==> config.mk <==
export PLATFORM = sky130hd
export DESIGN_NAME = wb_bus_decoder
export DESIGN_NICKNAME = d
export VERILOG_FILES = /design/src/rtl/bus_pkg.sv /design/src/rtl/wb_timeout_counter.sv /design/src/rtl/wb_bus_decoder.sv
export SDC_FILE = /design/constraint.sdc
export NUM_CORES = 1
export LEC_CHECK = 0
export CORE_AREA = 2 2 119 121
export DETAILED_ROUTE_END_ITERATION = 8
export DIE_AREA = 0 0 121 123
export PLACE_DENSITY = 0.89
export REMOVE_ABC_BUFFERS = 1
export SYNTH_ARGS = -nofsm -noshare
export SYNTH_HDL_FRONTEND = slang
export SYNTH_SLANG_ARGS = --single-unit
==> constraint.sdc <==
create_clock -name clk -period 2.6 [get_ports clk]
set_input_delay 0.52 -clock clk [delete_from_list [all_inputs] [get_ports clk]]
set_output_delay 0.52 -clock clk [all_outputs]
set_load 0.02 [all_outputs]
==> src/rtl/bus_pkg.sv <==
// Shared definitions for the Wishbone bus decoder: FSM state encoding,
// address-region layout and the default error read data.
package bus_pkg;

    typedef enum logic [1:0] {
        ST_IDLE = 2'd0,
        ST_WAIT = 2'd1,
        ST_RESP = 2'd2
    } bus_state_e;

    // Address bit 31 splits main memory (0) from the peripheral space (1).
    localparam int PERIPH_BIT    = 31;
    // Inside the peripheral space, bits [30:28] pick the peripheral.
    localparam int PERIPH_SEL_HI = 30;
    localparam int PERIPH_SEL_LO = 28;

    // Wide enough for index 0..8 (memory plus eight peripheral selects).
    localparam int IDX_W = 4;

    localparam logic [31:0] DEFAULT_ERR_DATA = 32'hDEAD_BEEF;

    // Slave index for an address: 0 for memory, 1+sel for peripherals.
    // The caller decides whether the index is actually populated.
    function automatic logic [IDX_W-1:0] decode_index(input logic [31:0] addr);
        if (addr[PERIPH_BIT]) begin
            return IDX_W'(addr[PERIPH_SEL_HI:PERIPH_SEL_LO]) + IDX_W'(1);
        end
        return '0;
    endfunction

endpackage

==> src/rtl/wb_timeout_counter.sv <==
// Cycle counter bounding how long a slave may hold off its ack.
// expire_o is high on the last permitted wait cycle; the count saturates
// rather than wrapping so a stuck enable can never re-arm it.
module wb_timeout_counter #(
    parameter int TIMEOUT_CYCLES = 255
) (
    input  logic clk,
    input  logic rst_n,
    input  logic clear_i,
    input  logic enable_i,
    output logic expire_o
);

    localparam int CNT_W = $clog2(TIMEOUT_CYCLES + 1);
    localparam logic [CNT_W-1:0] CNT_LAST = CNT_W'(TIMEOUT_CYCLES - 1);
    localparam logic [CNT_W-1:0] CNT_MAX  = CNT_W'(TIMEOUT_CYCLES);

    logic [CNT_W-1:0] cnt_q;
    logic [CNT_W-1:0] cnt_d;

    // Next count: clear wins, otherwise count up while enabled until saturated.
    always_comb begin
        cnt_d = cnt_q;
        if (clear_i) begin
            cnt_d = '0;
        end else if (enable_i && (cnt_q != CNT_MAX)) begin
            cnt_d = cnt_q + CNT_W'(1);
        end
    end

    // Count register with synchronous active-low reset.
    always_ff @(posedge clk) begin
        if (!rst_n) begin
            cnt_q <= '0;
        end else begin
            cnt_q <= cnt_d;
        end
    end

    assign expire_o = (cnt_q == CNT_LAST);

endmodule

==> src/rtl/wb_bus_decoder.sv <==
// Single-master Wishbone-classic decoder. A request is registered in IDLE,
// routed to one slave while in WAIT, and answered with a one-cycle ack in
// RESP. Unmapped addresses and slaves that never ack get an error ack so
// the master is never left hanging.
// Handshake: the master request is m_cyc_i & m_stb_i, sampled only in IDLE;
// a slave completes by raising its s_ack_i bit while its s_cyc_o bit is
// high; m_ack_o is a single-cycle pulse and m_data_o/bus_err_o are valid
// with it. Dropping m_cyc_i during WAIT abandons the access without ack.
module wb_bus_decoder
    import bus_pkg::*;
#(
    parameter int          NUM_SLAVES     = 4,
    parameter int          TIMEOUT_CYCLES = 255,
    parameter logic [31:0] ERR_DATA       = DEFAULT_ERR_DATA
) (
    input  logic                     clk,
    input  logic                     rst_n,
    input  logic                     m_cyc_i,
    input  logic                     m_stb_i,
    input  logic                     m_we_i,
    input  logic [31:0]              m_addr_i,
    input  logic [31:0]              m_data_i,
    output logic                     m_ack_o,
    output logic [31:0]              m_data_o,
    output logic                     bus_err_o,
    output logic [NUM_SLAVES-1:0]    s_cyc_o,
    output logic [NUM_SLAVES-1:0]    s_stb_o,
    output logic                     s_we_o,
    output logic [31:0]              s_addr_o,
    output logic [31:0]              s_data_o,
    input  logic [NUM_SLAVES-1:0]    s_ack_i,
    input  logic [NUM_SLAVES*32-1:0] s_data_i
);

    bus_state_e       state_q, state_d;
    logic [IDX_W-1:0] idx_q, idx_d;
    logic             err_q, err_d;
    logic             we_q, we_d;
    logic [31:0]      addr_q, addr_d;
    logic [31:0]      wdata_q, wdata_d;
    logic [31:0]      rdata_q, rdata_d;

    logic                  req;
    logic [IDX_W-1:0]      req_idx;
    logic                  req_mapped;
    logic [NUM_SLAVES-1:0] sel;
    logic                  sel_ack;
    logic [31:0]           sel_data;
    logic                  cnt_clear;
    logic                  cnt_enable;
    logic                  expire;

    assign req        = m_cyc_i & m_stb_i;
    assign req_idx    = decode_index(m_addr_i);
    assign req_mapped = (req_idx < IDX_W'(NUM_SLAVES));

    // One-hot select of the latched slave plus its ack and read-data lane.
    always_comb begin
        sel      = '0;
        sel_data = '0;
        for (int k = 0; k < NUM_SLAVES; k++) begin
            sel[k]   = (idx_q == IDX_W'(k));
            sel_data = sel_data | ({32{sel[k]}} & s_data_i[k*32 +: 32]);
        end
        sel_ack = |(s_ack_i & sel);
    end

    assign cnt_clear  = (state_q == ST_IDLE) && req;
    assign cnt_enable = (state_q == ST_WAIT);

    wb_timeout_counter #(
        .TIMEOUT_CYCLES (TIMEOUT_CYCLES)
    ) u_timeout (
        .clk      (clk),
        .rst_n    (rst_n),
        .clear_i  (cnt_clear),
        .enable_i (cnt_enable),
        .expire_o (expire)
    );

    // Next state and datapath: latch the request, then complete on ack,
    // timeout or master abort. A real ack beats a simultaneous timeout.
    always_comb begin
        state_d = state_q;
        idx_d   = idx_q;
        err_d   = err_q;
        we_d    = we_q;
        addr_d  = addr_q;
        wdata_d = wdata_q;
        rdata_d = rdata_q;
        unique case (state_q)
            ST_IDLE: begin
                if (req) begin
                    we_d    = m_we_i;
                    addr_d  = m_addr_i;
                    wdata_d = m_data_i;
                    idx_d   = req_idx;
                    if (req_mapped) begin
                        err_d   = 1'b0;
                        state_d = ST_WAIT;
                    end else begin
                        err_d   = 1'b1;
                        rdata_d = ERR_DATA;
                        state_d = ST_RESP;
                    end
                end
            end
            ST_WAIT: begin
                if (!m_cyc_i) begin
                    state_d = ST_IDLE;
                end else if (sel_ack) begin
                    rdata_d = sel_data;
                    err_d   = 1'b0;
                    state_d = ST_RESP;
                end else if (expire) begin
                    rdata_d = ERR_DATA;
                    err_d   = 1'b1;
                    state_d = ST_RESP;
                end
            end
            ST_RESP: begin
                state_d = ST_IDLE;
            end
            default: begin
                state_d = ST_IDLE;
            end
        endcase
    end

    // State and datapath registers with synchronous active-low reset.
    always_ff @(posedge clk) begin
        if (!rst_n) begin
            state_q <= ST_IDLE;
            idx_q   <= '0;
            err_q   <= 1'b0;
            we_q    <= 1'b0;
            addr_q  <= '0;
            wdata_q <= '0;
            rdata_q <= '0;
        end else begin
            state_q <= state_d;
            idx_q   <= idx_d;
            err_q   <= err_d;
            we_q    <= we_d;
            addr_q  <= addr_d;
            wdata_q <= wdata_d;
            rdata_q <= rdata_d;
        end
    end

    assign s_cyc_o   = (state_q == ST_WAIT) ? sel : '0;
    assign s_stb_o   = s_cyc_o;
    assign s_we_o    = we_q;
    assign s_addr_o  = addr_q;
    assign s_data_o  = wdata_q;
    assign m_ack_o   = (state_q == ST_RESP);
    assign bus_err_o = (state_q == ST_RESP) && err_q;
    assign m_data_o  = rdata_q;

endmodule

==> impl_metrics.yaml <==
timing:
  max_freq_mhz: 423
  finalMaxSlewViolations: 0
  hold_viol_final: 0
  setup_violations: 0
  hold_ws_ns: 0.453
  maxSlewHeadroom: 0.560
  post-route-period-util: 0.910
  finalClockSkew_ns: 0.00358
  period_minus_slack_ns: 2.37
  worstMarginPinSlew_ns: 0.652
  setup_slack_ns: 0.235
  rsz0062_at_grt: "no"
grt:
  track_usage: 0.233
  grt_pass1_vias: 5032
  antenna_found_initial: 0
  grt_max_degree: 58
  gr-total-overflow: 0
  grt_pass1_wl_mm: 26.8
worst_setup_path:
  path_cells: "nand2b_1 > or3_1 > nor3b_1 > dlygate4sd2_1"
  r2r_slack_ns: 0.45
  crit_arrival_ns: 1.85
  max_stage_delay_ns: 0.41
  required_ns: 2.08
  critPathSlowestCell: "dfxtp_1"
  end_kind: "output port"
  path_max_fanout: 6
  crit_type: "reg2out"
  worstSetupStartpointType: "flop"
clock_tree:
  cts_hold_buf: 0
  clkTransAtPathRegs_ns: 0.07
  clockBufferDepth: 2
  cts_tree: "built"
  root_buffer: "clkbuf_16"
  clock_sinks: 112
  htreeDepth: 3
  cts_inserted_buffers: 9
  worstSkewPairLatency_ns: 0.35
placement:
  numPortBuffers: 307
  post-place-ws_ns: -0.00873
  hpwl_mm: 13.7
  place_inst: 981
  dpl_cell_area_sq_mm: 0.00841
  place_congestion: 0.809
finish:
  fin_area_sq_mm: 0.00873
  nFillCells: 1112
  layout.cells.non_filler: 997
  diodes: 0
  layout.nets: 1016
  syn_to_final_growth_pct: 70.5
  drive_gt1_frac: 0.0894
synth:
  ys_seq_area_frac: 0.438
  ys_seq_elements: 112
  syn-cell-area_sq_mm: 0.00512
  synth_top_area_frac: 0.438
  synth_warnings: 0
  synth_area_leaders: "dfxtp_1, mux4_2, nand2_1"
  postSynthAreaPerCell_sq_um: 9.82
  syn_inst: 521
  ys_types: 40
  yosysTopAreaCell: "dfxtp_1"
power_and_ir_drop:
  p_leak_nw: 3.17
  ir_worst_vdd_mv: 0.409
  p_per_area_mw_per_mm2: 479
detailed_routing:
  top_layer: "met4"
  first_pass_iters: 4
  routed-wl-met3_mm: 1.12
  drtAntennaViolNets: 0
  vias_per_cell: 5.00
  vias: 4986
  drtIter0Drc: 295
  drc: 0
  wirelength_mm: 17.7
  dr_wl_met2_mm: 9.28
  avgRoutedWirePerCell_um: 17.8
  wl_met1_mm: 6.84
status:
  status: "completed"
floorplanning:
  std_cell_rows: 43
  die_y_um: 123
  coreArea_sq_mm: 0.0136
  die_w_um: 121
  ios: 308
  initial_utilization: 0.376
  design.die.area_sq_mm: 0.0149
hold_path:
  hp-class: "reg2reg"
run:
  drv_cap: 0
## worst max-delay path, delay by kind of cell (launching register included)
kind / cells / cell delay (ns)
and+or+nand+nor: 3 / 0.72
buffers and inverters: 1 / 0.36
DFF: 1 / 0.41
## placed cells by master, fill, tap and decap left out, types with 3 or more instances in the layout
cell type / instances
and3_1: 4
o221a_1: 23
a21boi_0: 27
and2_1: 6
clkinv_4: 3
nand2_1: 157
buf_12: 6
nor2_1: 16
dfxtp_1: 110
clkbuf_16: 9
dlygate4sd2_1: 4
nand4_1: 3
mux4_2: 31
or3_1: 3
ha_1: 3
nand3_1: 3
a21boi_1: 41
xor2_1: 6
buf_4: 11
mux2i_1: 13
dlymetal6s2s_1: 4
clkdlybuf4s50_1: 298
## metrics by stage
step / setup TNS [ns] / power, mW / utilization
floorplan: -29.66 / 2.21 / -
global placement: 0 / 2.78 / 0.618
detailed placement: -0.0403 / 2.80 / 0.618
CTS: 0 / 4.23 / 0.641
global route: 0 / 4.37 / 0.641
finish: 0 / 4.18 / 0.641
## state kept, by name, summed over array words and instances (netlist names)
signal	count
idx_q	4
s_data_o	32
s_we_o	1
err_q	1
s_addr_o	32
u_timeout.cnt_q	8
m_data_o	32
state_q	2
## routing by layer
| layer | vias to the layer above | global-route usage |
|---|---|---|
| met1 | 2377 | 0.269 |
| met3 | 35 | 0.0720 |
| met2 | 164 | 0.408 |
| met5 | - | 0 |
| met4 | 0 | 0.0799 |
| li1 | 2410 | - |
## power breakdown
part           switching (mW)  internal (mW)  leakage, nW
clock                   0.660          0.758        0.150
sequential             0.0497           1.79        0.913
combinational           0.363          0.553         2.11
total                    1.07           3.11         3.17
## cells in the mapped netlist (all sizes together)
cell / n
o21ai: 3
or3b: 1
and2: 6
or3: 3
nor3: 4
nand2: 157
dfxtp: 112
a211oi: 2
nor2: 16
a41oi: 1
clkbuf: 28
xor2: 6
a31oi: 1
nor4: 1
a21boi: 68
o22ai: 1
inv: 2
and3: 5
buf: 16
o221a: 23
nand4: 3
ha: 3
mux2i: 13
xnor2: 2
nand3b: 1
o311ai: 1
o211a: 2
nor3b: 1
mux4: 31
nand3: 4
nand2b: 1
a21oi: 1
o211ai: 2
## cells by family after synthesis
group,after synthesis,synth area share
xor+xnor,8,0.0137
fa+ha+maj,3,0.00733
flops,112,0.438
mux,44,0.162
buf+inv,46,0.0423
compound gates,105,0.172
simple gates,203,0.165
## cell type report
cell class	count	area [sq um]	area share
clock inverters	7	78.8	0.00903
well taps	180	225	0.0258
clock buffers	9	225	0.0258
inverters	2	7.51	0.000860
multi-input cells	363	2670	0.306
flip-flops and latches	112	2240	0.257
repair buffers	324	3280	0.375
## timing repair
action | CTS | global route
setup endpoints to repair | 8 | 4
resized for setup | 5 | 4
buffers inserted | 0 | 0
gates cloned | 0 | 0
## final timing paths
path | start | end | cells after the start
min | s_addr_o[23] | s_addr_o[23] | 2
max | state_q[0] | s_stb_o[1] | 4
max reg2reg | idx_q[0] | m_data_o[22] | 6
min reg2reg | s_addr_o[23] | s_addr_o[23] | 2
Note: power is estimated with default switching activity, not from simulation.
